$ cat config.mk
export PLATFORM = sky130hd
export DESIGN_NAME = fetch_ctrl_flat
export DESIGN_NICKNAME = d
export VERILOG_FILES = /design/src/rtl/fetch_ctrl_if.sv /design/src/rtl/fetch_ctrl.sv /design/src/flat_wrapper.sv
export SDC_FILE = /design/constraint.sdc
export NUM_CORES = 1
export LEC_CHECK = 0
export BUFFER_PORTS_ARGS = -buffer_cell sky130_fd_sc_hd__buf_4
export CAP_MARGIN = 25
export CELL_PAD_IN_SITES_DETAIL_PLACEMENT = 1
export CELL_PAD_IN_SITES_GLOBAL_PLACEMENT = 1
export CORE_MARGIN = 8
export CORE_UTILIZATION = 33
export CTS_BUF_LIST = sky130_fd_sc_hd__clkbuf_4 sky130_fd_sc_hd__clkbuf_8 sky130_fd_sc_hd__clkbuf_16
export DETAILED_ROUTE_END_ITERATION = 10
export PLACE_DENSITY_LB_ADDON = 0.08
export SYNTH_ARGS = -nofsm -noshare
export SYNTH_HDL_FRONTEND = slang
export SYNTH_SLANG_ARGS = --single-unit
$ cat constraint.sdc
create_clock -name clk -period 2.8 [get_ports clk]
set_input_delay 0.42 -clock clk [delete_from_list [all_inputs] [get_ports clk]]
set_output_delay 0.42 -clock clk [all_outputs]
set_load 0.01 [all_outputs]
$ cat src/rtl/fetch_ctrl_if.sv
// Fetch-stage bundle: control inputs from hazard/decode/CP0, instruction
// memory port and the IF/ID-facing outputs of fetch_ctrl.
interface fetch_ctrl_if;
  logic        stall;
  logic        br_valid;
  logic [31:0] br_target;
  logic        exc_req;
  logic        eret_req;
  logic [31:0] epc;
  logic [31:0] im_addr;
  logic [31:0] im_instr;
  logic [31:0] if_pc;
  logic [31:0] if_instr;
  logic        if_valid;
  logic        if_exc;
  logic [4:0]  if_exccode;
  logic [31:0] fetch_cnt;

  modport master (
    output stall, br_valid, br_target, exc_req, eret_req, epc, im_instr,
    input  im_addr, if_pc, if_instr, if_valid, if_exc, if_exccode, fetch_cnt
  );

  modport slave (
    input  stall, br_valid, br_target, exc_req, eret_req, epc, im_instr,
    output im_addr, if_pc, if_instr, if_valid, if_exc, if_exccode, fetch_cnt
  );
endinterface

$ cat src/rtl/fetch_ctrl.sv
// Instruction-fetch sequencer: owns the fetch PC, picks the next PC from
// sequential/branch/exception/eret sources and flags faulting fetch addresses.
module fetch_ctrl #(
  parameter logic [31:0] RESET_PC   = 32'h0000_3000,
  parameter logic [31:0] HANDLER_PC = 32'h0000_4180,
  parameter logic [31:0] IM_LO      = 32'h0000_3000,
  parameter logic [31:0] IM_HI      = 32'h0000_4ffc
) (
  input  logic         clk,
  input  logic         reset,
  fetch_ctrl_if.slave  bus
);

  typedef enum logic [1:0] {
    BOOT  = 2'd0,
    RUN   = 2'd1,
    REDIR = 2'd2
  } state_e;

  state_e      state_q, state_d;
  logic [31:0] pc_q, pc_d;
  logic [31:0] cnt_q, cnt_d;
  logic        valid_q, valid_d;
  logic        fault_s;

  function automatic logic addr_fault(input logic [31:0] addr);
    return (addr[1:0] != 2'b00) || (addr < IM_LO) || (addr > IM_HI);
  endfunction

  // Next-state, next-PC and fetch-counter selection.
  always_comb begin
    state_d = state_q;
    pc_d    = pc_q;
    cnt_d   = cnt_q;
    valid_d = valid_q;
    case (state_q)
      BOOT: begin
        state_d = RUN;
        valid_d = 1'b1;
      end
      RUN, REDIR: begin
        valid_d = 1'b1;
        if (!bus.stall && valid_q) begin
          cnt_d = cnt_q + 32'd1;
        end else begin
          cnt_d = cnt_q;
        end
        // Redirects overrule stall; a branch seen under stall is dropped.
        if (bus.exc_req) begin
          pc_d    = HANDLER_PC;
          state_d = REDIR;
        end else if (bus.eret_req) begin
          pc_d    = bus.epc;
          state_d = REDIR;
        end else if (bus.stall) begin
          pc_d    = pc_q;
          state_d = RUN;
        end else if (bus.br_valid) begin
          pc_d    = bus.br_target;
          state_d = RUN;
        end else begin
          pc_d    = pc_q + 32'd4;
          state_d = RUN;
        end
      end
      default: begin
        state_d = BOOT;
        pc_d    = RESET_PC;
        valid_d = 1'b0;
      end
    endcase
  end

  // Sequencer state, PC and counter registers.
  always_ff @(posedge clk or posedge reset) begin
    if (reset) begin
      state_q <= BOOT;
      pc_q    <= RESET_PC;
      cnt_q   <= 32'd0;
      valid_q <= 1'b0;
    end else begin
      state_q <= state_d;
      pc_q    <= pc_d;
      cnt_q   <= cnt_d;
      valid_q <= valid_d;
    end
  end

  assign fault_s        = addr_fault(pc_q);
  assign bus.im_addr    = pc_q;
  assign bus.if_pc      = pc_q;
  assign bus.if_valid   = valid_q;
  assign bus.if_exc     = valid_q && fault_s;
  assign bus.if_exccode = (valid_q && fault_s) ? 5'd4 : 5'd0;
  assign bus.if_instr   = (valid_q && !fault_s) ? bus.im_instr : 32'd0;
  assign bus.fetch_cnt  = cnt_q;

endmodule

$ cat src/flat_wrapper.sv
// flat-port wrapper written by rule: the top's interface ports become plain ports
module fetch_ctrl_flat 
#(
  parameter logic [31:0] RESET_PC   = 32'h0000_3000,
  parameter logic [31:0] HANDLER_PC = 32'h0000_4180,
  parameter logic [31:0] IM_LO      = 32'h0000_3000,
  parameter logic [31:0] IM_HI      = 32'h0000_4ffc
)
  (clk, reset, bus_stall, bus_br_valid, bus_br_target, bus_exc_req, bus_eret_req, bus_epc, bus_im_instr, bus_im_addr, bus_if_pc, bus_if_instr, bus_if_valid, bus_if_exc, bus_if_exccode, bus_fetch_cnt);
  fetch_ctrl_if bus_i ();
  input  logic clk;
  input  logic reset;
  input wire logic [$bits(bus_i.stall)-1:0] bus_stall;
  input wire logic [$bits(bus_i.br_valid)-1:0] bus_br_valid;
  input wire logic [$bits(bus_i.br_target)-1:0] bus_br_target;
  input wire logic [$bits(bus_i.exc_req)-1:0] bus_exc_req;
  input wire logic [$bits(bus_i.eret_req)-1:0] bus_eret_req;
  input wire logic [$bits(bus_i.epc)-1:0] bus_epc;
  input wire logic [$bits(bus_i.im_instr)-1:0] bus_im_instr;
  output wire logic [$bits(bus_i.im_addr)-1:0] bus_im_addr;
  output wire logic [$bits(bus_i.if_pc)-1:0] bus_if_pc;
  output wire logic [$bits(bus_i.if_instr)-1:0] bus_if_instr;
  output wire logic [$bits(bus_i.if_valid)-1:0] bus_if_valid;
  output wire logic [$bits(bus_i.if_exc)-1:0] bus_if_exc;
  output wire logic [$bits(bus_i.if_exccode)-1:0] bus_if_exccode;
  output wire logic [$bits(bus_i.fetch_cnt)-1:0] bus_fetch_cnt;
  assign bus_i.stall = bus_stall;
  assign bus_i.br_valid = bus_br_valid;
  assign bus_i.br_target = bus_br_target;
  assign bus_i.exc_req = bus_exc_req;
  assign bus_i.eret_req = bus_eret_req;
  assign bus_i.epc = bus_epc;
  assign bus_i.im_instr = bus_im_instr;
  assign bus_im_addr = bus_i.im_addr;
  assign bus_if_pc = bus_i.if_pc;
  assign bus_if_instr = bus_i.if_instr;
  assign bus_if_valid = bus_i.if_valid;
  assign bus_if_exc = bus_i.if_exc;
  assign bus_if_exccode = bus_i.if_exccode;
  assign bus_fetch_cnt = bus_i.fetch_cnt;
  fetch_ctrl #(.RESET_PC(RESET_PC), .HANDLER_PC(HANDLER_PC), .IM_LO(IM_LO), .IM_HI(IM_HI)) u_core (.clk(clk), .reset(reset), .bus(bus_i));
endmodule
# After elaboration in Yosys (flattened, before gate mapping)

Cells that the tools add are included.

Word-level logic and storage cells: 36
Input port bits: 102
Output and inout port bits: 135
Flip-flop bits (word level): 67

Mux-type cells: 11
Add/subtract/negate cells: 2
Bitwise operators: 1
Eq/ne operators: 3
Reduce and logical (&&, ||, !) cells: 13
Magnitude comparators: 2

Operator list:

| operator                                                        | number |
|---|---|
| 2-to-1 mux 32 bit                                               | 5 |
| one-hot mux 32 bit (2 select lines)                             | 1 |
| adder 32 x 1 -> 32 bit, second input constant                   | 1 |
| adder 32 x 3 -> 32 bit, second input constant                   | 1 |
| greater-than comparator 32 x 15 -> 1 bit, second input constant | 1 |
| < comparator 32 x 14 -> 1 bit, second input constant            | 1 |
| 2-to-1 mux 2 bit                                                | 2 |
| inequality test 4 bit, second input constant                    | 1 |
| one-hot mux 2 bit (2 select lines)                              | 1 |
| AND reduction 2 bit                                             | 2 |
| logical AND 1 bit                                               | 3 |
| 2-to-1 mux 3 bit                                                | 1 |
| OR reduction 3 bit                                              | 1 |
| == test 2 x 1 -> 1 bit, second input constant                   | 1 |
| == test 2 bit, second input constant                            | 1 |
| logical NOT 1 bit                                               | 2 |
| logical NOT 2 bit                                               | 1 |
| logical OR 1 bit                                                | 2 |
| nonzero test 2 bit                                              | 1 |
| OR reduction 2 bit                                              | 1 |
| 2-to-1 mux 1 bit                                                | 1 |
| inverter 1 bit                                                  | 1 |

# Logic depth before layout (Yosys ltp)

Word-level depth: 6
Gate-level depth with buffers: 8
Gate-level depth less buffers: 7

# Worst setup path before layout

OpenSTA, ideal clock, no wires.

Kind: register -> register
Start: register u_core.pc_q[2], in the netlist u_core.bus.if_pc[2]
End: register u_core.pc_q[14], in the netlist u_core.bus.if_pc[14]
Stages on the path, launching flop included: 8
Library setup time: 0.132 ns
Required time: 2.668 ns
Buffers on the path: 1
Arrival time: 2.018 ns
Path slack: 0.649 ns
Clock period less this slack: 2.151 ns
Cell sequence: dfrtp_1 ha_1 nand3_2 or4_4 buf_6 xnor2_1 a2111oi_0 o31ai_1

Longest elaborated chain between the ends: 6

Ends and longest elaborated chain:

| item                                | RTL line         | RTL |
|---|---|---|
| from (decl)                         | fetch_ctrl.sv:21 | `logic [31:0] pc_q, pc_d;` |
| from (signal assigned)              | fetch_ctrl.sv:83 | `pc_q <= pc_d;` |
| adder 32 x 3 -> 32 bit              | fetch_ctrl.sv:62 | `pc_d = pc_q + 32'd4;` |
| 2-to-1 mux 32 bit                   | fetch_ctrl.sv:58 | `end else if (bus.br_valid) begin` |
| 2-to-1 mux 32 bit                   | fetch_ctrl.sv:55 | `end else if (bus.stall) begin` |
| 2-to-1 mux 32 bit                   | fetch_ctrl.sv:52 | `end else if (bus.eret_req) begin` |
| 2-to-1 mux 32 bit                   | fetch_ctrl.sv:49 | `if (bus.exc_req) begin` |
| one-hot mux 32 bit (2 select lines) | fetch_ctrl.sv:36 | `case (state_q)` |

No other way between the ends. The select of a mux whose other input is x is not followed.
A chain may end at the register's enable or synchronous reset.

# Final worst setup path

Start: register u_core.pc_q[20], in the netlist u_core.bus.if_pc[20]
End: output bus_if_instr[2]

Longest elaborated chain between the ends: 6
Elaborated cells on any way between the ends: 7
Those cells by class: order compare: 2; mux: 1; reduce/logical: 4

Ends and longest elaborated chain:

| item                          | RTL line           | RTL |
|---|---|---|
| < comparator 32 x 14 -> 1 bit | fetch_ctrl.sv:27   | `return (addr[1:0] != 2'b00) \|\| (addr < IM_LO) \|\| (addr > IM_HI);` |
| logical OR 1 bit              | fetch_ctrl.sv:27   |  |
| logical OR 1 bit *            | fetch_ctrl.sv:27   |  |
| logical NOT 1 bit *           | fetch_ctrl.sv:95   | `assign bus.if_instr = (valid_q && !fault_s) ? bus.im_instr : 32'd0;` |
| logical AND 1 bit *           | fetch_ctrl.sv:95   |  |
| 2-to-1 mux 32 bit *           | fetch_ctrl.sv:95   |  |
| to (decl)                     | flat_wrapper.sv:22 | `output wire logic [$bits(bus_i.if_instr)-1:0] bus_if_instr;` |

Every way passes the cells marked *; elsewhere a longest branch is shown, timed or not.

==> summary.md <==
| Metric | Value |
|---|---|
| First-pass GRT wire length | `~30 mm` |
| Worst setup EP type | `output port` |
| Post-CTS Hold Fix Bufs | `0` |
| Most common cell after layout, fill and taps aside | `buf_4` |
| Cell internal pwr | `approximately 0.0033 W` |
| Critical path startpoint category | `register` |
| Starting density of the core | `around a third` |
| 1st-iter DRT viols | `roughly 300` |
| Area of the multi-input gates | `between 2000 and 2500 um2` |
| Minimum clock period | `around 2.6 ns` |
| Detailed-route vias per instance | `~5.3` |
| ANT cells | `0` |
| Pin count of the biggest net entering global routing | `35` |
| P_sw | `around 0.0024 W` |
| Die Wd | `135.0 um` |
| Synthesized area per cell | `roughly 8.8 um2` |
| Synthesized instance count | `roughly 530` |
| Setup bufs post-CTS | `0` |
| Crit path kind | `register to output port` |
| Mapped Area | `4672 um2` |
| GR Overflow Total | `0` |
| Synth unique cells | `71` |
| RSZ-0062 raised after global routing | `no` |
| Routability Congestion | `0.8380` |
| Num rows | `43` |
| Post-CTS Resized | `0` |
| Final period util | `94.24%` |
| Max Freq | `roughly 380 MHz` |
| Setup ws final | `approximately 0.16 ns` |
| Fraction of layout cells with a size suffix above 1 | `around two fifths` |
| Die H | `135.0 um` |
| Final Hold Viols | `0` |
| Residual DRC | `0` |
| Critical-path cell list | `nor4_1 > nand2_1 > nor3_2 > buf_4 > and3_1 > buf_4` |
| DIE AREA | `roughly 18000 um2` |
| Switching portion of total power | `between 40% and 50%` |
| Total Routing Usage GR | `approximately a fifth` |
| Setup Viol. Count Final | `0` |
| Clock slew at reported path FFs | `~0.060 ns` |
| Clock Latency Late Sink | `between 0.3 and 0.4 ns` |
| Worst-Margin Slew | `just over 0.7 ns` |
| CTS sink cnt | `67` |
| Post-Route WL | `19.41 mm` |
| Total vias in the final route | `a little under 5000` |
| Max Clock Skew | `~0.0040 ns` |
| Post-synth EDFFs | `0` |
| TNS Setup | `0 ns` |
| Primary FF master, synth | `dfrtp_1` |
| # fillers | `around 1600` |
| Max Root-Sink Buffers | `2` |
| Critical Path Max Stage Delay | `between 0.4 and 0.5 ns` |
| Syn-to-layout area delta | `42.90%` |
| Syn. warnings | `0` |
| CP max stage cell | `dfrtp_1` |
| Combinational power share | `between 50 and 60%` |
| Register bit total from synthesis | `67` |
| Wire per inst | `between 20 and 25 um` |
| Seq pwr share | `between 20% and 30%` |
| Initial antenna violation count | `0` |
| Core area | `~14000 um2` |
| CTS buffer count | `9` |
| Critical path fanouts, max | `33` |
| Commonest non-fill, non-tap cells in the layout | `buf_4 (250), dfrtp_1 (65), and3_1 (45), nor2_1 (42), nand2_1 (36)` |
| Routed Antenna Nets | `0` |
| Max-slew violations | `0` |
| Register Area | `around 1700 um2` |
| Pwr dens | `about 860 nW/um2` |
| Status | `finished, final reports clean` |
| VDD IR max | `between 0.0003 and 0.0004 V` |
| Htree depth | `3` |
| Max_slew headroom | `52.36%` |
| Hold crit path type | `primary input to async pin` |
| Pleak | `approximately 3.4 nW` |
| Post-synth ARST share | `100.0%` |
| Drt first pass iters | `4` |
| Buffers on Ports | `232` |
| Detail Placement HPWL | `between 15 and 20 mm` |
| CP arrival | `about 2.2 ns` |
| CTS tree | `yes` |
| Critical Path RT | `roughly 2.4 ns` |
| Critical path's most frequent cell | `buf_4` |
| I/O pins | `237` |
| Max_cap viols | `0` |
| Pre-CTS setup slack | `about 0.4 ns` |
| Clk Tree Root Cell | `clkbuf_16` |
| Post-layout net count | `838` |
| Clock power frac | `21.0%` |
| Vias in the first global route | `about 5200` |
| Register area share after synthesis | `35.94%` |
==> logic make-up (layout without fill, tap and decap cells) <==
kind of cell / Yosys count / in the layout / share of synthesized area [%]
other: 1 / 4 / 0.08027
and+or+nand+nor: 211 / 211 / 25.23
muxes: 5 / 5 / 1.098
buffers and inverters: 88 / 289 / 11.01
adders and majority gates: 4 / 4 / 1.071
DFF: 67 / 67 / 35.94
AOI/OAI and AO/OA: 122 / 122 / 19.02
xor gates and xnor gates: 35 / 35 / 6.561
==> state kept, by name (all words and copies together) (netlist names) <==
signal                flops
u_core.bus.if_pc         32
u_core.state_q            2
u_core.bus.fetch_cnt     32
u_core.bus.if_valid       1
==> final cells by class <==
class	instances	share of cell area [%]
sequential	67	25.15
multi-input combinational	381	37.37
tap	180	3.373
clock inverter	5	0.9183
inverter	23	1.293
clock buffer	11	3.786
timing repair buffer	250	28.11
==> synthesized netlist by cell type (all sizes together), types with 12 or more instances <==
library cell / count / share of area, %
buf: 45 / 7.1
clkbuf: 20 / 2.0
nand4: 14 / 2.1
nor2: 42 / 3.4
and3: 48 / 6.5
o21ai: 18 / 1.9
nor3: 17 / 2.1
nand2: 36 / 2.9
xnor2: 24 / 4.5
o22ai: 12 / 1.6
a21oi: 17 / 1.8
dfrtp: 65 / 35
inv: 22 / 1.8
nand3: 21 / 2.6
==> per-stage QoR <==
stage / cell area (um2) / cells / hold slack, ns / utilization, % / power, W
floorplan: 4683 / 536 / 0.5039 / - / 0.003257
global placement: 6362 / 901 / 0.4602 / 45.84 / 0.004499
detailed placement: 6362 / 901 / 0.4818 / 45.84 / 0.004577
CTS: 6676 / 917 / 0.1960 / 48.10 / 0.005805
global route: 6676 / 917 / 0.2250 / 48.10 / 0.006064
finish: 6676 / 917 / 0.1797 / 48.10 / 0.005739
==> metal layers <==
metal  global-route usage [%]  share of wire [%]  wire, um  vias to the layer above
met4                    6.663                1.7       331                        0
li1                         -                  -         -                     2306
met2                    35.03                 51      9953                      155
met5                        0                  0         0                        -
met1                    24.31                 41      8025                     2376
met3                    5.015                5.7      1102                       24
==> critical path: cells and delay by family, from the launching register on <==
kind	cells	cell delay [ns]
and+or+nand+nor	4	0.96
DFF	1	0.48
buffers and inverters	2	0.42
==> power groups by stage <==
stage,logic [W],clock network [W],registers [W]
detailed placement,0.00292,0,0.00165
finish,0.00289,0.00121,0.00164
CTS,0.00293,0.00123,0.00164
global route,0.00312,0.00126,0.00168
global placement,0.00286,0,0.00164
floorplan,0.00163,0,0.00163
==> final timing paths <==
kind | depth (start not counted) | to | start | slack, ns
max reg2reg | 8 | u_core.bus.if_pc[25]$_DFFE_PP0P_ | u_core.state_q[0]$_DFF_PP0_ | 0.37
min in group clk | 3 | u_core.bus.if_pc[3]$_DFFE_PP0P_ | bus_epc[3] | 0.39
max | 6 | bus_if_instr[2] | u_core.bus.if_pc[20]$_DFFE_PP0P_ | 0.16
min | 2 | u_core.bus.fetch_cnt[29]$_DFFE_PP0P_ | reset | 0.18
max in group asynchronous | 3 | u_core.bus.if_pc[12]$_DFFE_PP1P_ | reset | 1.75
min reg2reg | 1 | u_core.bus.fetch_cnt[27]$_DFFE_PP0P_ | u_core.bus.fetch_cnt[27]$_DFFE_PP0P_ | 0.48
Power figures use the tool's default switching activity.
